**src/rtl/store_coalesce_buffer.sv**
```systemverilog
// store_coalesce_buffer
//   Small in-order FIFO between the store-buffer commit queue and the D$ store
//   port. A committed store that hits the same word as the youngest queued
//   entry is merged byte-wise into it, except when that entry is the head.
//   The head is always being offered to the cache, so its fields must not move.
//   A page-offset comparator lets the load unit detect possible RAW hazards.
//
// Ports
//   clk_i, rst_i             clock, synchronous active-high reset
//   in_req_i / in_gnt_o      upstream store handshake (grant is combinational)
//   in_addr_i/data/be/size   store payload (data already lane-aligned)
//   out_req_o / out_gnt_i    D$ handshake for the head entry
//   out_addr/data/be/size    head payload (address word-aligned)
//   page_offset_i            load page offset to compare against
//   page_offset_matches_o    any valid entry or the incoming store hits the offset word
//   empty_o                  no entries held
//   merge_cnt_o              saturating count of merged stores
module store_coalesce_buffer #(
    parameter int DEPTH = 4,
    parameter int PLEN  = 56,
    parameter int XLEN  = 64
) (
    input  logic              clk_i,
    input  logic              rst_i,
    input  logic              in_req_i,
    output logic              in_gnt_o,
    input  logic [PLEN-1:0]   in_addr_i,
    input  logic [XLEN-1:0]   in_data_i,
    input  logic [XLEN/8-1:0] in_be_i,
    input  logic [1:0]        in_size_i,
    output logic              out_req_o,
    input  logic              out_gnt_i,
    output logic [PLEN-1:0]   out_addr_o,
    output logic [XLEN-1:0]   out_data_o,
    output logic [XLEN/8-1:0] out_be_o,
    output logic [1:0]        out_size_o,
    input  logic [11:0]       page_offset_i,
    output logic              page_offset_matches_o,
    output logic              empty_o,
    output logic [31:0]       merge_cnt_o
);
    localparam int NB   = XLEN / 8;
    localparam int WOFF = $clog2(NB);
    localparam int PW   = $clog2(DEPTH);
    localparam int AW   = PLEN - WOFF;

    // Entry storage; addresses are kept as word addresses.
    logic [AW-1:0]   addr_mem [DEPTH];
    logic [XLEN-1:0] data_mem [DEPTH];
    logic [NB-1:0]   be_mem   [DEPTH];
    logic [1:0]      size_mem [DEPTH];
    logic [DEPTH-1:0] valid_reg;

    logic [PW-1:0] head_reg;
    logic [PW-1:0] tail_reg;
    logic [PW:0]   count_reg;
    logic [31:0]   merge_cnt_reg;

    logic [PW-1:0]   last_idx;
    logic            merge;
    logic            push;
    logic            pop;
    logic [XLEN-1:0] merged_data;
    logic [DEPTH-1:0] page_hit;
    logic            unused_bits;

    assign last_idx = tail_reg - PW'(1);

    // count >= 2 guarantees tail-1 is not the head, which is the entry on offer.
    assign merge = in_req_i
                && (count_reg >= (PW+1)'(2))
                && valid_reg[last_idx]
                && (addr_mem[last_idx] == in_addr_i[PLEN-1:WOFF]);

    // Full grant is judged on the current count only: a same-cycle pop does not
    // free a slot for the incoming store.
    assign in_gnt_o = in_req_i && (merge || (count_reg < (PW+1)'(DEPTH)));
    assign push     = in_req_i && in_gnt_o;
    assign out_req_o = valid_reg[head_reg];
    assign pop      = out_req_o && out_gnt_i;

    generate
        for (genvar gi = 0; gi < NB; gi++) begin : g_merge_byte
            assign merged_data[gi*8 +: 8] = in_be_i[gi] ? in_data_i[gi*8 +: 8]
                                                        : data_mem[last_idx][gi*8 +: 8];
        end
        for (genvar gi = 0; gi < DEPTH; gi++) begin : g_page_hit
            assign page_hit[gi] = valid_reg[gi]
                               && (addr_mem[gi][11-WOFF:0] == page_offset_i[11:WOFF]);
        end
    endgenerate

    assign page_offset_matches_o = (|page_hit)
                                || (in_req_i && (in_addr_i[11:WOFF] == page_offset_i[11:WOFF]));

    assign out_addr_o  = {addr_mem[head_reg], {WOFF{1'b0}}};
    assign out_data_o  = data_mem[head_reg];
    assign out_be_o    = be_mem[head_reg];
    assign out_size_o  = size_mem[head_reg];
    assign empty_o     = (count_reg == '0);
    assign merge_cnt_o = merge_cnt_reg;

    // Sub-word address bits never take part in any comparison.
    assign unused_bits = ^{in_addr_i[WOFF-1:0], page_offset_i[WOFF-1:0]};

    always_ff @(posedge clk_i) begin
        if (rst_i) begin
            valid_reg     <= '0;
            head_reg      <= '0;
            tail_reg      <= '0;
            count_reg     <= '0;
            merge_cnt_reg <= '0;
        end else begin
            if (pop) begin
                valid_reg[head_reg] <= 1'b0;
                head_reg            <= head_reg + 1'b1;
            end
            if (push && merge) begin
                data_mem[last_idx] <= merged_data;
                be_mem[last_idx]   <= be_mem[last_idx] | in_be_i;
                size_mem[last_idx] <= 2'b11;
                if (merge_cnt_reg != 32'hFFFF_FFFF) begin
                    merge_cnt_reg <= merge_cnt_reg + 1'b1;
                end
            end else if (push) begin
                addr_mem[tail_reg]  <= in_addr_i[PLEN-1:WOFF];
                data_mem[tail_reg]  <= in_data_i;
                be_mem[tail_reg]    <= in_be_i;
                size_mem[tail_reg]  <= in_size_i;
                valid_reg[tail_reg] <= 1'b1;
                tail_reg            <= tail_reg + 1'b1;
            end
            case ({push && !merge, pop})
                2'b10:   count_reg <= count_reg + 1'b1;
                2'b01:   count_reg <= count_reg - 1'b1;
                default: count_reg <= count_reg;
            endcase
        end
    end

    // A stalled upstream store must hold its payload until granted.
    a_in_stable: assert property (@(posedge clk_i) disable iff (rst_i)
        (in_req_i && !in_gnt_o) |=> $stable({in_req_i, in_addr_i, in_data_i, in_be_i, in_size_i}));

    // The cache may only grant an offered head.
    a_gnt_with_req: assert property (@(posedge clk_i) disable iff (rst_i)
        !(out_gnt_i && !out_req_o));

endmodule
```
**config.mk**
```make
export PLATFORM = sky130hd
export DESIGN_NAME = store_coalesce_buffer
export DESIGN_NICKNAME = d
export VERILOG_FILES = /design/src/rtl/store_coalesce_buffer.sv
export SDC_FILE = /design/constraint.sdc
export NUM_CORES = 1
export LEC_CHECK = 0
export ABC_AREA = 1
export BUFFER_PORTS_ARGS = -buffer_cell sky130_fd_sc_hd__buf_2
export CORE_ASPECT_RATIO = 0.5
export CORE_MARGIN = 5
export CORE_UTILIZATION = 37
export DETAILED_ROUTE_END_ITERATION = 10
export PLACE_DENSITY = 0.61
export SETUP_SLACK_MARGIN = 0.2
export SYNTH_ARGS = -nofsm -noshare
export SYNTH_HDL_FRONTEND = slang
export SYNTH_SLANG_ARGS = --single-unit
```
**constraint.sdc**
```tcl
create_clock -name clk_i -period 6.25 [get_ports clk_i]
set_input_delay 0.625 -clock clk_i [delete_from_list [all_inputs] [get_ports clk_i]]
set_output_delay 0.625 -clock clk_i [all_outputs]
set_load 0.05 [all_outputs]
```
==> flow_summary.html, run 1 <==
<table>
<tr><th>Metric</th><th>Value</th></tr>
<tr><th colspan="2">Status</th></tr>
<tr><td>Result of the run</td><td>finished, final reports clean</td></tr>
<tr><th colspan="2">Clock tree</th></tr>
<tr><td>Insertion delay to the later sink of the worst-skew pair</td><td>~0.62 ns</td></tr>
<tr><td>TritonCTS clock tree</td><td>yes</td></tr>
<tr><td>Clk buf depth</td><td>3</td></tr>
<tr><td>Clock-pin slew reported for the worst setup and hold paths after clock tree synthesis</td><td>roughly 0.07 ns</td></tr>
<tr><td>Number of hold buffers added after cts</td><td>0</td></tr>
<tr><td>Post CTS Setup Buffer Count</td><td>0</td></tr>
<tr><td>Quantity of gates resized following cts</td><td>0</td></tr>
<tr><td>Number of buffers added by the clock tree synthesis step</td><td>52</td></tr>
<tr><td>Buffer type at the clock tree root</td><td>sky130_fd_sc_hd__clkbuf_16</td></tr>
<tr><td>Max H-tree Level</td><td>2</td></tr>
<tr><td>Sinks on the clock net</td><td>~550</td></tr>
<tr><th colspan="2">Placement</th></tr>
<tr><td>Area post-placement</td><td>around 28000 µm²</td></tr>
<tr><td>Estimated wirelength of the detail-placed design</td><td>between 40000 and 50000 µm</td></tr>
<tr><td>Buffers added on ports</td><td>a little over 300</td></tr>
<tr><td>Routability Congestion</td><td>between 0.9 and 1</td></tr>
<tr><th colspan="2">Logic synthesis</th></tr>
<tr><td>Top cell types by occurrence after synthesis</td><td>528 x sky130_fd_sc_hd__nand2_1, 508 x sky130_fd_sc_hd__edfxtp_1, 435 x sky130_fd_sc_hd__nor2_1</td></tr>
<tr><td>Number of distinct library cells after synthesis</td><td>44</td></tr>
<tr><td>Share of flip-flops with an asynchronous set or reset</td><td>0</td></tr>
<tr><td>Synthesis warning total</td><td>0</td></tr>
<tr><td>Leading cell type by number of instances after synthesis</td><td>sky130_fd_sc_hd__nand2_1</td></tr>
<tr><td>EDFF count, synth</td><td>508</td></tr>
<tr><td>Synthesized netlist cell count</td><td>roughly 2600</td></tr>
<tr><td>Total standard cell area after synthesis</td><td>approximately 26000 µm²</td></tr>
<tr><td>Post-synthesis sequential area ratio</td><td>0.628</td></tr>
<tr><td>Post-synthesis register bit count</td><td>roughly 550</td></tr>
<tr><td>Top cell type by total area after synthesis</td><td>sky130_fd_sc_hd__edfxtp_1</td></tr>
<tr><td>Cell types occupying the most area after synthesis</td><td>sky130_fd_sc_hd__edfxtp_1 59%, sky130_fd_sc_hd__nand2_1 7.7%, sky130_fd_sc_hd__nor2_1 6.3%</td></tr>
<tr><td>Area fraction of the dominant cell type after synthesis</td><td>0.593</td></tr>
<tr><td>Synth Flop Type</td><td>sky130_fd_sc_hd__edfxtp_1</td></tr>
<tr><td>Avg Inst Size Synth</td><td>9.94 µm²</td></tr>
<tr><th colspan="2">Power</th></tr>
<tr><td>Pleak</td><td>11.3 nW</td></tr>
<tr><td>Switching fraction of total power</td><td>0.453</td></tr>
<tr><td>Power density cells</td><td>465 nW/µm²</td></tr>
<tr><td>Portion of total power attributed to sequential cells</td><td>0.325</td></tr>
<tr><td>Int Pwr</td><td>between 7 and 8 mW</td></tr>
<tr><td>Maximum ir drop on the vdd rail</td><td>around 0.28 mV</td></tr>
<tr><td>Part of the total power dissipated in combinational logic</td><td>0.444</td></tr>
<tr><td>Part of the total power dissipated in the clock network</td><td>0.231</td></tr>
<tr><td>Switching component of the power</td><td>between 6 and 7 mW</td></tr>
<tr><th colspan="2">Critical path</th></tr>
<tr><td>Slowest stage cell on the critical path</td><td>sky130_fd_sc_hd__buf_4</td></tr>
<tr><td>Cell count along the critical path</td><td>15</td></tr>
<tr><td>Category of the critical setup timing path</td><td>reg -&gt; out</td></tr>
<tr><td>Element type at the critical path end</td><td>output pin</td></tr>
<tr><td>R2R depth</td><td>19</td></tr>
<tr><td>Dominant delay contributor by cell family on the critical path</td><td>buffers and inverters</td></tr>
<tr><td>Buffers and inverters on the worst path</td><td>3</td></tr>
<tr><td>Crit path launch type</td><td>flop</td></tr>
<tr><td>Critical path, cell by cell</td><td>buf_4 &gt; buf_4 &gt; nand2_1 &gt; nand3_1 &gt; nand2_1 &gt; nand2_1 &gt; nand2_1 &gt; nor2_1 &gt; nand2_1 &gt; nor2_1 &gt; nand2_1 &gt; nor2_4 &gt; nand2_4 &gt; nand2_1 &gt; buf_2</td></tr>
<tr><td>WP data arrival</td><td>~4.2 ns</td></tr>
<tr><td>Data required time of the worst path</td><td>between 5 and 6 ns</td></tr>
<tr><td>Library cell appearing most often on the critical path</td><td>sky130_fd_sc_hd__nand2_1</td></tr>
<tr><td>CP Max Fanout</td><td>71</td></tr>
<tr><td>Delay of the slowest cell on the worst path</td><td>roughly 0.77 ns</td></tr>
<tr><th colspan="2">STA</th></tr>
<tr><td>Worst clock skew on the final layout</td><td>approximately 0.027 ns</td></tr>
<tr><td>Post-layout minimum cycle time</td><td>between 4 and 5 ns</td></tr>
<tr><td>Final hold violation count</td><td>0</td></tr>
<tr><td>RSZ-0062 raised after global routing</td><td>false</td></tr>
<tr><td>Final setup violation count</td><td>0</td></tr>
<tr><td>Worst-margin pin slew</td><td>around 1.1 ns</td></tr>
<tr><td>Setup TNS Final</td><td>0 ns</td></tr>
<tr><td>F_max</td><td>between 200 and 250 MHz</td></tr>
<tr><td>Final worst-path cycle share</td><td>0.769</td></tr>
<tr><td>Max-slew violation count</td><td>0</td></tr>
<tr><td>Worst hold slack across all endpoints</td><td>about 0.23 ns</td></tr>
<tr><td>Relative max-transition margin</td><td>0.259</td></tr>
<tr><th colspan="2">Floorplanning</th></tr>
<tr><td>Boundary pin count</td><td>between 300 and 400</td></tr>
<tr><td>Initial cell density of the core</td><td>0.373</td></tr>
<tr><td>Height of the chip</td><td>between 150 and 200 µm</td></tr>
<tr><td>Core area</td><td>68900 µm²</td></tr>
<tr><td>Horizontal die dimension</td><td>383 µm</td></tr>
<tr><td>FP Rows</td><td>slightly below 70</td></tr>
<tr><td>Die ar.</td><td>around 75000 µm²</td></tr>
<tr><th colspan="2">GRT</th></tr>
<tr><td>Total track usage</td><td>0.196</td></tr>
<tr><td>Wire length of the first global-routing pass</td><td>between 100000 and 150000 µm</td></tr>
<tr><td>Pin count of the biggest net entering global routing</td><td>about 130</td></tr>
<tr><td>Initial antenna violation count</td><td>6</td></tr>
<tr><td>Via count of the first global-routing pass</td><td>between 15000 and 20000</td></tr>
<tr><td>Residual overflow from global routing</td><td>0</td></tr>
<tr><th colspan="2">Worst hold path</th></tr>
<tr><td>Hold/Removal Path Class</td><td>in -&gt; reg</td></tr>
<tr><td>Hold Path Cell Cnt</td><td>1</td></tr>
<tr><th colspan="2">Routing</th></tr>
<tr><td>Final routed wire length divided by cell count</td><td>roughly 20 µm</td></tr>
<tr><td>Via count of the routed design</td><td>roughly 20000</td></tr>
<tr><td>Starting DRC count in detailed routing</td><td>~1700</td></tr>
<tr><td>Routed Antenna Nets</td><td>0</td></tr>
<tr><td># DRC</td><td>0</td></tr>
<tr><td>Per-cell via count in the routed design</td><td>5.30</td></tr>
<tr><td>Number of detailed-route iterations in the first pass</td><td>5</td></tr>
<tr><td>Drt total wl</td><td>~76000 µm</td></tr>
<tr><th colspan="2">Cells and area</th></tr>
<tr><td>Largest register by flop count</td><td>data_mem</td></tr>
<tr><td>Number of flip-flops in the largest register</td><td>roughly 260</td></tr>
<tr><td>Number of filler instances in the final layout</td><td>~6500</td></tr>
<tr><td>Final net count</td><td>approximately 3000</td></tr>
<tr><td>Fraction of layout cells with a size suffix above 1</td><td>0.170</td></tr>
<tr><td>Largest regs</td><td>data_mem (256), addr_mem (212)</td></tr>
<tr><td>Area Growth Syn to Fin</td><td>17.2%</td></tr>
<tr><td>Layout Cell Area excl Fill</td><td>between 30000 and 40000 µm²</td></tr>
<tr><th colspan="2">Run</th></tr>
<tr><td>Count of maximum capacitance violations</td><td>0</td></tr>
</table>
## cells by family after synthesis
logic type | count (synthesis) | synth area share
AND/OR/NAND/NOR | 1265 | 0.209
flip-flops | 553 | 0.628
AO/OA/AOI/OAI | 491 | 0.106
buffers and inverters | 222 | 0.0361
XOR/XNOR | 43 | 0.0146
adder cells (fa/ha/maj) | 11 | 0.00564
other | 1 | 0.000146
## per-layer routing
metal  GRT usage  up-vias  wire length, µm
met5           0        -                0
met4      0.0647        0             2150
met3      0.0260      151             4010
met2       0.346      655            38500
met1       0.250     9778            31100
li1            -     9708                -
## layout make-up
type	instances	area [µm²]	share of cell area
multi-input cells	1813	8670	0.288
flip-flops and latches	553	16200	0.536
clock inverters	37	374	0.0124
well taps	910	1140	0.0378
inverters	79	309	0.0103
diodes	6	15.0	0.000498
clock buffers	61	1360	0.0450
repair buffers	369	2100	0.0698
## cell usage in the layout (no fill, tap or decap), types with 8 or more instances in the layout
cell type                    instances
sky130_fd_sc_hd__o21ai_2             8
sky130_fd_sc_hd__buf_4              60
sky130_fd_sc_hd__a21oi_1            38
sky130_fd_sc_hd__nand3_1           153
sky130_fd_sc_hd__xnor2_1            18
sky130_fd_sc_hd__ha_1                9
sky130_fd_sc_hd__clkbuf_16          53
sky130_fd_sc_hd__o22ai_1           136
sky130_fd_sc_hd__xor2_1             25
sky130_fd_sc_hd__nor4_1             12
sky130_fd_sc_hd__nand4_1            48
sky130_fd_sc_hd__o21ai_0           288
sky130_fd_sc_hd__edfxtp_1          508
sky130_fd_sc_hd__nor3_1             14
sky130_fd_sc_hd__clkinvlp_4          8
sky130_fd_sc_hd__inv_6               9
sky130_fd_sc_hd__dfxtp_1            42
sky130_fd_sc_hd__inv_1              73
sky130_fd_sc_hd__nor2_1            431
sky130_fd_sc_hd__nand2_1           528
sky130_fd_sc_hd__or2_2               9
sky130_fd_sc_hd__clkbuf_1            8
sky130_fd_sc_hd__nand3b_1           46
sky130_fd_sc_hd__a21o_1              8
sky130_fd_sc_hd__buf_2             302
## power by group through the flow
| stage | logic [mW] | registers (mW) | clock network, mW |
|---|---|---|---|
| floorplan | 4.41 | 4.54 | 0 |
| global placement | 6.17 | 4.62 | 0 |
| detailed placement | 6.21 | 4.63 | 0 |
| CTS | 6.23 | 4.55 | 3.32 |
| global route | 6.72 | 4.58 | 3.48 |
| finish | 6.21 | 4.55 | 3.24 |
## worst paths after layout
| path | from | endpoint | slack (ns) |
|---|---|---|---|
| max reg2reg | tail_reg[0] | data_mem[3][52] | 1.45 |
| min | in_data_i[53] | data_mem[2][53] | 0.23 |
| max | tail_reg[0] | in_gnt_o | 1.44 |
| min reg2reg | merge_cnt_o[29] | merge_cnt_o[29] | 0.51 |
## stage by stage
stage               power [mW]   util  cells  worst slack [ns]
finish                    14.0  0.437   3828              1.44
detailed placement        10.8  0.412   3724              1.54
global placement          10.8  0.412   3724              1.57
CTS                       14.1  0.437   3822              1.52
global route              14.8  0.437   3828              1.05
floorplan                 8.95      -   2588             0.588
Power figures use the tool's default switching activity.
==> run 2, diff against run 1 <==
- PLACE_DENSITY: 0.61 -> 0.63
- clock period: 6.25 -> 3.95 ns (I/O delays scaled with it)
==> flow_summary.html, run 2 (same netlist as run 1, synthesis figures left out) <==
<table>
<tr><th>Metric</th><th>Value</th></tr>
<tr><th colspan="2">Status</th></tr>
<tr><td>Result of the run</td><td>finished, final reports clean</td></tr>
<tr><th colspan="2">Clock tree</th></tr>
<tr><td>Max H-tree Level</td><td>2 (unchanged)</td></tr>
<tr><td>Clock-pin slew reported for the worst setup and hold paths after clock tree synthesis</td><td>0.06 ns (about the same)</td></tr>
<tr><td>Sinks on the clock net</td><td>553 (unchanged)</td></tr>
<tr><td>Clk buf depth</td><td>3 (unchanged)</td></tr>
<tr><td>Buffer type at the clock tree root</td><td>sky130_fd_sc_hd__clkbuf_16</td></tr>
<tr><td>Number of buffers added by the clock tree synthesis step</td><td>53 (+1.9%)</td></tr>
<tr><td>Insertion delay to the later sink of the worst-skew pair</td><td>0.61 ns (about the same)</td></tr>
<tr><td>TritonCTS clock tree</td><td>yes</td></tr>
<tr><th colspan="2">Critical path</th></tr>
<tr><td>CP Max Fanout</td><td>30 (-58%)</td></tr>
<tr><td>Critical path, cell by cell</td><td>inv_6 &gt; ha_4 &gt; inv_8 &gt; buf_16 &gt; nand3_1 &gt; nand3b_1 &gt; nand2_1 &gt; nor2_1 &gt; nand2_1 &gt; nor2_1 &gt; nand2_1 &gt; nor2_4 &gt; nand2_4 &gt; buf_4 &gt; nand2_1 &gt; buf_4</td></tr>
<tr><td>Crit path launch type</td><td>flop</td></tr>
<tr><td>Category of the critical setup timing path</td><td>reg -&gt; out</td></tr>
<tr><td>Delay of the slowest cell on the worst path</td><td>0.38 ns (-0.39 ns)</td></tr>
<tr><td>Library cell appearing most often on the critical path</td><td>sky130_fd_sc_hd__nand2_1</td></tr>
<tr><td>Element type at the critical path end</td><td>output pin</td></tr>
<tr><td>WP data arrival</td><td>3.31 ns (-0.87 ns)</td></tr>
<tr><td>Slowest stage cell on the critical path</td><td>sky130_fd_sc_hd__dfxtp_4</td></tr>
<tr><td>Data required time of the worst path</td><td>3.56 ns (-2.06 ns)</td></tr>
<tr><th colspan="2">Cells and area</th></tr>
<tr><td>Commonest cells after routing, fill and taps aside</td><td>527 x sky130_fd_sc_hd__nand2_1, 508 x sky130_fd_sc_hd__edfxtp_1, 420 x sky130_fd_sc_hd__nor2_1, 301 x sky130_fd_sc_hd__buf_2, 288 x sky130_fd_sc_hd__o21ai_0</td></tr>
<tr><td>Largest regs</td><td>data_mem (256), addr_mem (212)</td></tr>
<tr><td>Number of flip-flops in the largest register</td><td>256 (unchanged)</td></tr>
<tr><td>Largest register by flop count</td><td>data_mem</td></tr>
<tr><td>Commonest non-fill, non-tap cell in the layout</td><td>sky130_fd_sc_hd__nand2_1</td></tr>
<tr><td>Area Growth Syn to Fin</td><td>23.5%</td></tr>
<tr><td>Fraction of layout cells with a size suffix above 1</td><td>0.181 (+0.0117)</td></tr>
<tr><td>Final net count</td><td>3166 (+4.7%)</td></tr>
<tr><th colspan="2">Routing</th></tr>
<tr><td>Final routed wire length divided by cell count</td><td>19.6 µm (-1.2%)</td></tr>
<tr><td>Drt total wl</td><td>77400 µm (+2.1%)</td></tr>
<tr><td>Number of detailed-route iterations in the first pass</td><td>7 (+2)</td></tr>
<tr><td>Routed Antenna Nets</td><td>0 (unchanged)</td></tr>
<tr><td># DRC</td><td>0 (unchanged)</td></tr>
<tr><td>Starting DRC count in detailed routing</td><td>1634 (-3.3%)</td></tr>
<tr><td>Via count of the routed design</td><td>20900 (+3.1%)</td></tr>
<tr><td>Per-cell via count in the routed design</td><td>5.29 (-0.27%)</td></tr>
<tr><th colspan="2">STA</th></tr>
<tr><td>RSZ-0062 raised after global routing</td><td>true</td></tr>
<tr><td>Post-layout minimum cycle time</td><td>between 3 and 4 ns</td></tr>
<tr><td>Max-slew violation count</td><td>0 (unchanged)</td></tr>
<tr><td>Worst clock skew on the final layout</td><td>0.0148 ns (-0.0123 ns)</td></tr>
<tr><td>Worst-margin pin slew</td><td>1.16 ns (+0.0452 ns)</td></tr>
<tr><td>Worst hold slack across all endpoints</td><td>0.0405 ns (-0.187 ns)</td></tr>
<tr><td>Relative max-transition margin</td><td>0.229 (-0.0301)</td></tr>
<tr><td>Final hold violation count</td><td>0 (unchanged)</td></tr>
<tr><td>Final worst-path cycle share</td><td>0.937</td></tr>
<tr><td>Setup TNS Final</td><td>0 ns (unchanged)</td></tr>
<tr><td>F_max</td><td>about 270 MHz</td></tr>
<tr><td>Final setup violation count</td><td>0 (unchanged)</td></tr>
<tr><th colspan="2">Floorplanning</th></tr>
<tr><td>FP Rows</td><td>68 (unchanged)</td></tr>
<tr><td>Horizontal die dimension</td><td>383 µm (unchanged)</td></tr>
<tr><td>Initial cell density of the core</td><td>0.373 (unchanged)</td></tr>
<tr><td>Boundary pin count</td><td>312 (unchanged)</td></tr>
<tr><td>Height of the chip</td><td>196 µm (unchanged)</td></tr>
<tr><td>Core area</td><td>68900 µm² (unchanged)</td></tr>
<tr><td>Die ar.</td><td>75200 µm² (unchanged)</td></tr>
<tr><th colspan="2">Power</th></tr>
<tr><td>Portion of total power attributed to sequential cells</td><td>0.311 (-0.014)</td></tr>
<tr><td>Pleak</td><td>12.0 nW (+6.3%)</td></tr>
<tr><td>Switching component of the power</td><td>10.1 mW (+60%)</td></tr>
<tr><td>Maximum ir drop on the vdd rail</td><td>0.544 mV (+97%)</td></tr>
<tr><td>Part of the total power dissipated in the clock network</td><td>0.222 (-0.009)</td></tr>
<tr><td>Power density cells</td><td>720 nW/µm² (+55%)</td></tr>
<tr><td>Switching fraction of total power</td><td>0.444 (-0.00934)</td></tr>
<tr><td>Int Pwr</td><td>12.7 mW (+66%)</td></tr>
<tr><td>Part of the total power dissipated in combinational logic</td><td>0.467 (+0.023)</td></tr>
<tr><th colspan="2">GRT</th></tr>
<tr><td>Total track usage</td><td>0.200 (+0.00420)</td></tr>
<tr><td>Fraction of met2 tracks used by global routing</td><td>0.350 (+0.00327)</td></tr>
<tr><td>Met1 Usage GRT</td><td>0.260 (+0.0106)</td></tr>
<tr><td>Initial antenna violation count</td><td>4 (-2)</td></tr>
<tr><td>Residual overflow from global routing</td><td>0 (unchanged)</td></tr>
<tr><td>Met3 track utilization from global routing</td><td>0.0283 (+0.00223)</td></tr>
<tr><td>Via count of the first global-routing pass</td><td>20300 (+3.8%)</td></tr>
<tr><td>Most Crowded Layer GR</td><td>met2</td></tr>
<tr><td>Pin count of the biggest net entering global routing</td><td>253 (+99%)</td></tr>
<tr><td>Wire length of the first global-routing pass</td><td>119000 µm (+2.9%)</td></tr>
<tr><th colspan="2">Worst hold path</th></tr>
<tr><td>Hold/Removal Path Class</td><td>in -&gt; reg</td></tr>
<tr><th colspan="2">Placement</th></tr>
<tr><td>Routability Congestion</td><td>0.912 (-0.27%)</td></tr>
<tr><td>Buffers added on ports</td><td>302 (unchanged)</td></tr>
<tr><td>Estimated wirelength of the detail-placed design</td><td>50200 µm (+2.4%)</td></tr>
<tr><th colspan="2">Run</th></tr>
<tr><td>Count of maximum capacitance violations</td><td>0 (unchanged)</td></tr>
</table>
==> run 2: cell types whose count changed in the layout (fill, tap and decap cells not counted), sizes merged <==
cell / previous run / this run
clkinv: 17 / 14
buf: 369 / 416
dlygate4sd3: 0 / 92
inv: 86 / 81
diode: 6 / 3
clkbuf: 61 / 67
clkinvlp: 8 / 3
==> run 2: power by group through the flow <==
stage	Combinational (mW)	Sequential [mW]	Clock (mW)
floorplan	7.14	7.18	0
global placement	10.3	7.23	0
detailed placement	10.4	7.24	0
CTS	10.5	7.11	5.20
global route	11.5	7.15	5.43
finish	10.7	7.11	5.08
==> run 2: metal layers <==
metal / vias up / wire length, µm / share of wire
met1: 10100 / 32400 / 0.42
met3: 116 / 4320 / 0.056
li1: 9984 / - / -
met4: 2 / 1960 / 0.025
met5: - / 13 / 0.00017
met2: 680 / 38700 / 0.50
==> run 2: metrics by stage <==
| stage | total power, mW | worst slack (ns) | util | cells | cell area, µm² |
|---|---|---|---|---|---|
| floorplan | 14.3 | 0.198 | - | 2588 | 25900 |
| global placement | 17.6 | 0.122 | 0.420 | 3771 | 28900 |
| detailed placement | 17.7 | 0.107 | 0.420 | 3771 | 28900 |
| CTS | 22.9 | 0.175 | 0.458 | 3953 | 31600 |
| global route | 24.1 | 0.0595 | 0.461 | 3957 | 31800 |
| finish | 22.9 | 0.249 | 0.461 | 3957 | 31800 |
==> run 2: what timing repair did <==
action,in CTS,in global routing
cloned,0,1
hold endpoints to repair,361,0
hold buffers,92,0
endpoints found under the setup margin,51,266
setup buffers,0,0
gates resized for setup,6,33
pin swaps,0,3
==> run 2: cell type report <==
class	count	area [µm²]
clock inverters	24	280
well taps	910	1140
repair buffers	509	3620
inverters	79	320
multi-input cells	1813	8800
clock buffers	66	1420
fillers	6372	37200
flip-flops and latches	553	16200
diodes	3	7.51
==> run 2: worst max-delay path: cells and delay by family, from the launching register on <==
kind / cells / cell delay (ns)
buffers and inverters: 5 / 0.81
DFF: 1 / 0.38
adders and majority gates: 1 / 0.30
and+or+nand+nor: 10 / 1.17
==> run 2: worst paths after layout <==
path | startpoint | slack, ns | endpoint | depth (start not counted)
setup / recovery | tail_reg[0] | 0.25 | in_gnt_o | 16
hold / removal | in_addr_i[3] | 0.04 | addr_mem[2][0] | 1
setup reg to reg | tail_reg[0] | 0.30 | count_reg[2] | 22
hold reg to reg | merge_cnt_o[29] | 0.50 | merge_cnt_o[29] | 2
